File: src/rtl/cla_pipe_subtractor_if.sv
// cla_pipe_subtractor_if: operand/result valid-ready bundle for the pipelined subtractor
interface cla_pipe_subtractor_if #(parameter int WIDTH = 16);
  logic             in_valid;
  logic             in_ready;
  logic [WIDTH-1:0] a;
  logic [WIDTH-1:0] b;
  logic             bin;
  logic             out_valid;
  logic             out_ready;
  logic [WIDTH-1:0] diff;
  logic             bout;
  logic             ovf;
  logic             zero;
  modport master (output in_valid, a, b, bin, out_ready,
                  input  in_ready, out_valid, diff, bout, ovf, zero);
  modport slave  (input  in_valid, a, b, bin, out_ready,
                  output in_ready, out_valid, diff, bout, ovf, zero);
endinterface

File: src/rtl/cla_pipe_subtractor.sv
// cla_pipe_subtractor: a - b - bin as a + ~b + ~bin, one 4-bit lookahead slice per pipeline stage
module cla_pipe_subtractor #(
  parameter int WIDTH = 16
) (
  input logic                  clk,
  input logic                  rst_n,
  cla_pipe_subtractor_if.slave s
);
  localparam int STAGES = WIDTH / 4;

  function automatic logic [5:0] cla4(input logic [3:0] x, input logic [3:0] y, input logic ci);
    logic [3:0] g;
    logic [3:0] p;
    logic [4:0] c;
    g = x & y;
    p = x ^ y;
    c[0] = ci;
    c[1] = g[0] | (p[0] & ci);
    c[2] = g[1] | (p[1] & g[0]) | (p[1] & p[0] & ci);
    c[3] = g[2] | (p[2] & g[1]) | (p[2] & p[1] & g[0]) | (p[2] & p[1] & p[0] & ci);
    c[4] = g[3] | (p[3] & g[2]) | (p[3] & p[2] & g[1]) | (p[3] & p[2] & p[1] & g[0])
         | (p[3] & p[2] & p[1] & p[0] & ci);
    return {c[3], c[4], p ^ c[3:0]};
  endfunction

  logic [WIDTH-1:0] r_a [STAGES];
  logic [WIDTH-1:0] r_b [STAGES];
  logic [WIDTH-1:0] r_s [STAGES];
  logic             r_c [STAGES];
  logic             r_v [STAGES];
  logic             r_bout, r_ovf, r_zero;

  logic [WIDTH-1:0] w_xa [STAGES];
  logic [WIDTH-1:0] w_xb [STAGES];
  logic [WIDTH-1:0] w_xs [STAGES];
  logic [WIDTH-1:0] w_ns [STAGES];
  logic             w_xc [STAGES];
  logic             w_xv [STAGES];
  logic             w_c4 [STAGES];
  logic             w_c3 [STAGES];
  logic [5:0]       w_r  [STAGES];
  logic             w_en;

  assign w_en        = ~r_v[STAGES-1] | s.out_ready;
  assign s.in_ready  = w_en;
  assign s.out_valid = r_v[STAGES-1];
  assign s.diff      = r_s[STAGES-1];
  assign s.bout      = r_bout;
  assign s.ovf       = r_ovf;
  assign s.zero      = r_zero;

  // stage k sees the raw inputs (k = 0) or the previous stage's skewed operands and partial sum
  always_comb begin
    w_xa[0] = s.a;
    w_xb[0] = s.b;
    w_xs[0] = '0;
    w_xc[0] = ~s.bin;
    w_xv[0] = s.in_valid;
    for (int k = 1; k < STAGES; k++) begin
      w_xa[k] = r_a[k-1];
      w_xb[k] = r_b[k-1];
      w_xs[k] = r_s[k-1];
      w_xc[k] = r_c[k-1];
      w_xv[k] = r_v[k-1];
    end
    for (int k = 0; k < STAGES; k++) begin
      w_r[k]          = cla4(w_xa[k][4*k +: 4], ~w_xb[k][4*k +: 4], w_xc[k]);
      w_ns[k]         = w_xs[k];
      w_ns[k][4*k +: 4] = w_r[k][3:0];
      w_c4[k]         = w_r[k][4];
      w_c3[k]         = w_r[k][5];
    end
  end

  // data only moves with a valid beat, so bubbles never overwrite held results with junk
  always_ff @(posedge clk) begin
    if (!rst_n) begin
      for (int k = 0; k < STAGES; k++) begin
        r_v[k] <= 1'b0;
        r_a[k] <= '0;
        r_b[k] <= '0;
        r_s[k] <= '0;
        r_c[k] <= 1'b0;
      end
      r_bout <= 1'b0;
      r_ovf  <= 1'b0;
      r_zero <= 1'b0;
    end else if (w_en) begin
      for (int k = 0; k < STAGES; k++) begin
        r_v[k] <= w_xv[k];
        if (w_xv[k]) begin
          r_a[k] <= w_xa[k];
          r_b[k] <= w_xb[k];
          r_s[k] <= w_ns[k];
          r_c[k] <= w_c4[k];
        end
      end
      if (w_xv[STAGES-1]) begin
        r_bout <= ~w_c4[STAGES-1];
        r_ovf  <= w_c3[STAGES-1] ^ w_c4[STAGES-1];
        r_zero <= ~|w_ns[STAGES-1];
      end
    end
  end
endmodule

File: src/flat_wrapper.sv
// flat-port wrapper written by rule: the top's interface ports become plain ports
module cla_pipe_subtractor_flat 
#(
  parameter int WIDTH = 16
)
  (clk, rst_n, s_in_valid, s_a, s_b, s_bin, s_out_ready, s_in_ready, s_out_valid, s_diff, s_bout, s_ovf, s_zero);
  cla_pipe_subtractor_if #(.WIDTH(WIDTH)) s_i ();
  input logic clk;
  input logic rst_n;
  input wire logic [$bits(s_i.in_valid)-1:0] s_in_valid;
  input wire logic [$bits(s_i.a)-1:0] s_a;
  input wire logic [$bits(s_i.b)-1:0] s_b;
  input wire logic [$bits(s_i.bin)-1:0] s_bin;
  input wire logic [$bits(s_i.out_ready)-1:0] s_out_ready;
  output wire logic [$bits(s_i.in_ready)-1:0] s_in_ready;
  output wire logic [$bits(s_i.out_valid)-1:0] s_out_valid;
  output wire logic [$bits(s_i.diff)-1:0] s_diff;
  output wire logic [$bits(s_i.bout)-1:0] s_bout;
  output wire logic [$bits(s_i.ovf)-1:0] s_ovf;
  output wire logic [$bits(s_i.zero)-1:0] s_zero;
  assign s_i.in_valid = s_in_valid;
  assign s_i.a = s_a;
  assign s_i.b = s_b;
  assign s_i.bin = s_bin;
  assign s_i.out_ready = s_out_ready;
  assign s_in_ready = s_i.in_ready;
  assign s_out_valid = s_i.out_valid;
  assign s_diff = s_i.diff;
  assign s_bout = s_i.bout;
  assign s_ovf = s_i.ovf;
  assign s_zero = s_i.zero;
  cla_pipe_subtractor #(.WIDTH(WIDTH)) u_core (.clk(clk), .rst_n(rst_n), .s(s_i));
endmodule
File: config.mk
export PLATFORM = sky130hd
export DESIGN_NAME = cla_pipe_subtractor_flat
export DESIGN_NICKNAME = d
export VERILOG_FILES = /design/src/rtl/cla_pipe_subtractor_if.sv /design/src/rtl/cla_pipe_subtractor.sv /design/src/flat_wrapper.sv
export SDC_FILE = /design/constraint.sdc
export NUM_CORES = 1
export LEC_CHECK = 0
export CORE_UTILIZATION = 50
export CTS_CLUSTER_DIAMETER = 40
export DETAILED_ROUTE_END_ITERATION = 7
export GPL_ROUTABILITY_DRIVEN = 1
export HOLD_SLACK_MARGIN = 0.15
export MAX_ROUTING_LAYER = met4
export PLACE_DENSITY = 0.72
export SYNTH_ARGS = -nofsm -noshare
export SYNTH_HDL_FRONTEND = slang
export SYNTH_SLANG_ARGS = --single-unit
File: constraint.sdc
create_clock -name clk -period 3.3 [get_ports clk]
set_input_delay 0.66 -clock clk [delete_from_list [all_inputs] [get_ports clk]]
set_output_delay 0.66 -clock clk [all_outputs]
set_load 0.005 [all_outputs]
* Yosys cells after proc, flatten, opt, wreduce, memory -nomap -nowiden
Memories as Yosys holds them, arrays and structs flattened.
Cells that the tools add are included.
** Storage, ports and cells
- Output and inout port bits :: 21
- Memory bits (writable) :: 200
- Bits in registers :: 3
- Latch bits :: 0
- Memories :: 5
- ROM bits :: 0
** Operators by class
- Eq/ne operators :: 0
- Muxes and demuxes :: 40
- Shift operators :: 0
- Bitwise gates (word level) :: 145
- Reduce and logical (&&, ||, !) cells :: 3
- Divide/modulo/power cells :: 0
- Multiply operators :: 0
- Magnitude comparators :: 0
- Add/sub/neg operators :: 0
** Memory list
- u_core.r_a :: depth 4, bits a word 16, read ports 3, clocked after memory_dff 0, write ports 4, RTL line cla_pipe_subtractor.sv:26 : logic [WIDTH-1:0] r_a [STAGES];
- u_core.r_b :: depth 4, bits a word 16, read ports 3, clocked after memory_dff 0, write ports 4, RTL line cla_pipe_subtractor.sv:27 : logic [WIDTH-1:0] r_b [STAGES];
- u_core.r_s :: depth 4, bits a word 16, read ports 4, clocked after memory_dff 0, write ports 4, RTL line cla_pipe_subtractor.sv:28 : logic [WIDTH-1:0] r_s [STAGES];
- u_core.r_c :: depth 4, bits a word 1, read ports 3, clocked after memory_dff 0, write ports 4, RTL line cla_pipe_subtractor.sv:29 : logic r_c [STAGES];
- u_core.r_v :: depth 4, bits a word 1, read ports 4, clocked after memory_dff 0, write ports 4, RTL line cla_pipe_subtractor.sv:30 : logic r_v [STAGES];
** Operators with widths (count)
- two-way mux 16 bit :: 12
- bitwise AND 1 bit :: 64
- bitwise OR 1 bit :: 61
- XOR 4 bit :: 8
- two-way mux 1 bit :: 28
- bitwise AND 4 bit :: 4
- NOT 4 bit :: 4
- OR reduction 16 bit :: 1
- NOT 1 bit :: 3
- AND reduction 2 bit :: 1
- logical NOT 1 bit :: 1
- XOR 1 bit :: 1

* Depth between registers and ports, before layout
An unclocked memory read counts as a cell.
- Word-level depth :: 10
- Mapped depth :: 8
- Mapped depth without buffers :: 7

* Least setup slack after synthesis
OpenSTA, ideal clock, no wires.
- Path type :: input -> register
- Start point :: input s_out_ready
- End point :: memory u_core.r_a[0][10] (enable)
- Stages :: 4
- Library setup time :: 0.386 ns
- Arrival time :: 1.553 ns
- Slack :: 1.361 ns
- Cell sequence :: nand2b_4 buf_6 nand2_1 nand2_1
** RTL lines
- start: declaration :: RTL line flat_wrapper.sv:14 : input wire logic [$bits(s_i.out_ready)-1:0] s_out_ready;
- end: declaration :: RTL line cla_pipe_subtractor.sv:26

* Final worst setup path
- Start point :: input s_out_ready
- End point :: output s_in_ready
** On the way
- Cells in the longest elaborated chain, start to end :: 1
** RTL lines
- bitwise OR 1 bit :: RTL line cla_pipe_subtractor.sv:44 : assign w_en = ~r_v[STAGES-1] | s.out_ready;
- end: declaration :: RTL line flat_wrapper.sv:15 : output wire logic [$bits(s_i.in_ready)-1:0] s_in_ready;
No other way between the ends.

==> results.md <==
Global routing:
- For this run, the total global-route usage over all layers was measured as 13.8%.
- The global-route met1 utilization is 16.3%.
- After global routing, the most crowded layer is met2.
- The number of global-route vias before repair is 2006.
- Entering global routing, the biggest net connects 30 pins.
- The met3 demand-to-capacity share in global routing is 4.03%.
- The global-route met2 utilization is 21.8%.
- The total overflow left after global routing is 0.
- The initial antenna violation count is 0.
- The first-pass GRT wire length is 9140 um.

Layout:
- The net count reported at finish is 428.
- The number of non-filler instances in the completed layout is 481.
- The synthesis-to-finish area growth is 15.8%.
- The antenna cell count is 0.
- The share of cells above drive strength 1 is 6.91%.
- The filler cell count is 667.

Routing:
- Once detail routing completed, the nets flagged for antenna violations numbered 0.
- The via count normalized by instance count is 4.63.
- The detailed-routing iteration count for the pre-antenna-repair pass is 4.
- The routed layout has 2229 vias.
- The final wirelength is 5340 um.
- In the routed design, unresolved DRC markers number 0.
- After detailed routing, the average wire length per cell comes to 11.1 um.
- After the first detailed-routing iteration, the DRC count stood at 112.

Clock network:
- The source-to-sink clock delay at the later pin of the worst-skew pair is 0.36 ns.
- For this design, the sink count on the clock tree is 98.
- In this run, CTS created clock tree buffers numbering 9.
- After clock tree synthesis, the clock-pin slew on the worst setup and hold paths is 0.09 ns.
- Hold repair after CTS inserted 0 buffers.
- The master cell of the clock root buffer is clkbuf_8.
- The longest clock path from root to sink contains 2 buffers.
- The number of H-tree levels is 3.
- The buffers inserted during post-CTS setup optimization is 0.
- TritonCTS built the clock tree.
- The number of gates resized after CTS was 0.

Pwr:
- Dividing total power by cell area gives a power density of 463 nW/um2.
- For this design the static power due to leakage is 2.01 nW.
- IR analysis of the VDD net gives a maximum drop of 0.249 mV.
- The post-layout total power is 2.37 mW.

Logic synthesis:
- The synthesized instance count is 325.
- The largest total area in the synthesized netlist belongs to edfxtp_1.
- The number of nets produced by synthesis is 382.
- Sorting the synthesized cells by area gives the leading types as edfxtp_1 62%, and2_1 10%, ha_1 4.5%.
- The number of different library cells used by synthesis comes to 38.
- The synthesized design contains 98 register bits.
- The commonest cells after synthesis are 92 x edfxtp_1, 74 x and2_1, 23 x inv_1.
- The most frequently used flop master after synthesis is edfxtp_1.
- Of all flip-flops after synthesis, the portion carrying an async set or reset was 0%.
- Each instance of the synthesized netlist takes up on average 13.6 um2.
- The share of the Yosys chip area taken by registers is 65.1%.
- The count of flip-flops with a built-in enable after synthesis is 92.
- The most numerous cell in the Yosys netlist is edfxtp_1.
- The cell area after technology mapping is 4430 um2.
- After synthesis, the largest area contributor takes up 62.4% of total cell area.
- The yosys synthesis warning count is 0.

Placed design:
- The number of port buffers is 57.
- The cell count after placement is 465.
- The final estimated routing congestion in global placement is 0.772.
- The worst setup slack after placement is 0.730 ns.
- The detailed placer's ending HPWL is 3910 um.

Timing:
- The final clock period utilization by the worst path is 75.8%.
- The worst clock skew on the final layout is 0.00763 ns.
- The total negative setup slack is 0 ns.
- The maximum operating frequency is 400 MHz.
- Setup repair after global routing left no endpoint under its margin.
- The number of max-slew violations in the final report is 0.
- The total count of hold-check failures in the final report came to 0.
- The setup violation total in the final timing report is 0.
- The final hold slack is 0.485 ns.
- The normalized max-slew margin is 45.3%.
- The smallest setup slack after layout is 0.797 ns.
- For the pin with the worst max-slew slack, the measured transition is 0.819 ns.
- The shortest period the worst path allows is 2.50 ns.

Worst setup path:
- The capturing element type of the critical path is an output pin.
- At the worst endpoint, the required time is 2.64 ns.
- The critical path arrival is 1.84 ns.
- The category of the worst setup path launch point is a primary input.
- In this run the worst path has a maximum fanout of 9.
- The critical path in this run is classified as primary input to output pin.

Floorplanning:
- The floorplan die width is 96.1 um.
- The floorplan step defined a die boundary enclosing 9240 um2.
- The number of core rows is 33.
- From bottom edge to top edge, the die measures 96.1 um.
- For this design the top-level I/O count stands at 58.
- The initial core utilization is 52.8%.
- The area of the core is 8380 um2.

Flow run:
- Max-cap violations in this run came to 0.

Worst hold path:
- The worst hold path belongs to the class flip-flop to flip-flop.

Outcome:
- The flow ran to the end, and the final reports show no timing, DRC or antenna violations.
## critical path: stages
cell and delay [ns]:
clkdlybuf4s50_1 0.48, nand2b_4 0.17, clkdlybuf4s50_1 0.53
## final timing paths
check / to / slack, ns / startpoint / cells past startpoint
worst min register to register: u_core.s.ovf$_SDFFE_PN0P_ / 0.48 / u_core.s.ovf$_SDFFE_PN0P_ / 2
worst max register to register: u_core.r_s[0][23]$_SDFFCE_PN0P_ / 1.49 / u_core.r_a[0][4]$_SDFFCE_PN0P_ / 6
worst max-delay path: s_in_ready / 0.80 / s_out_ready / 3
worst min-delay path: u_core.s.ovf$_SDFFE_PN0P_ / 0.48 / u_core.s.ovf$_SDFFE_PN0P_ / 2
## cell usage in the layout, fill, tap and decap left out, drive strengths merged
| cell | count |
|---|---|
| xor2 | 5 |
| xnor2 | 6 |
| inv | 25 |
| o31ai | 1 |
| nor2b | 2 |
| and3 | 3 |
| clkbuf | 10 |
| nor4b | 1 |
| mux2i | 2 |
| o21ai | 8 |
| a21oi | 4 |
| nand3 | 2 |
| edfxtp | 92 |
| fa | 4 |
| nor3 | 1 |
| ha | 16 |
| dfxtp | 6 |
| clkdlybuf4s50 | 57 |
| clkinvlp | 2 |
| buf | 3 |
| a32o | 1 |
| nand2 | 18 |
| nand2b | 3 |
| a211oi | 1 |
| a21o | 4 |
| nand3b | 1 |
| and2 | 75 |
| nor2 | 18 |
| a21boi | 1 |
| nor4 | 1 |
| clkinv | 3 |
## logic make-up after synthesis
family                   synth area share (%)
AND/OR/NAND/NOR                          16.4
flip-flops                               65.1
buffers and inverters                    6.44
AO/OA/AOI/OAI                            3.14
adder cells (fa/ha/maj)                  6.33
XOR/XNOR                                 2.18
multiplexers                            0.452
## cell type report
class / instances / area [um2] / share of cell area (%)
Sequential cell: 98 / 2880 / 56.2
Multi-Input combinational cell: 178 / 1260 / 24.6
Timing Repair Buffer: 60 / 593 / 11.6
Tap cell: 105 / 131 / 2.56
Clock buffer: 10 / 128 / 2.49
Inverter: 24 / 92.6 / 1.80
Clock inverter: 6 / 42.5 / 0.829
## power by group
part,leakage [nW],internal (mW),total (mW),switching [mW]
clock,0.0827,0.275,0.673,0.398
sequential,1.03,1.44,1.46,0.0222
combinational,0.893,0.127,0.242,0.114
## metal layers
metal,routed length [um],vias to the layer above
met5,0,-
li1,-,1171
met1,2440,988
met4,106,0
met3,258,10
met2,2540,60
## registers in the layout, indices dropped and copies added, names as in the netlist
name,count
u_core.r_s,40
u_core.r_c,3
u_core.s.zero,1
u_core.r_a,24
u_core.r_b,24
u_core.s.ovf,1
u_core.s.bout,1
u_core.r_v,4
## through the flow
| stage | utilization (%) | area (um2) |
|---|---|---|
| 2_1_floorplan | - | 4430 |
| 3_3_place_gp | 59.2 | 4960 |
| 3_5_place_dp | 59.2 | 4960 |
| 4_1_cts | 61.2 | 5130 |
| 5_1_grt | 61.2 | 5130 |
| 6_report | 61.2 | 5130 |
Power figures use the tool's default switching activity.
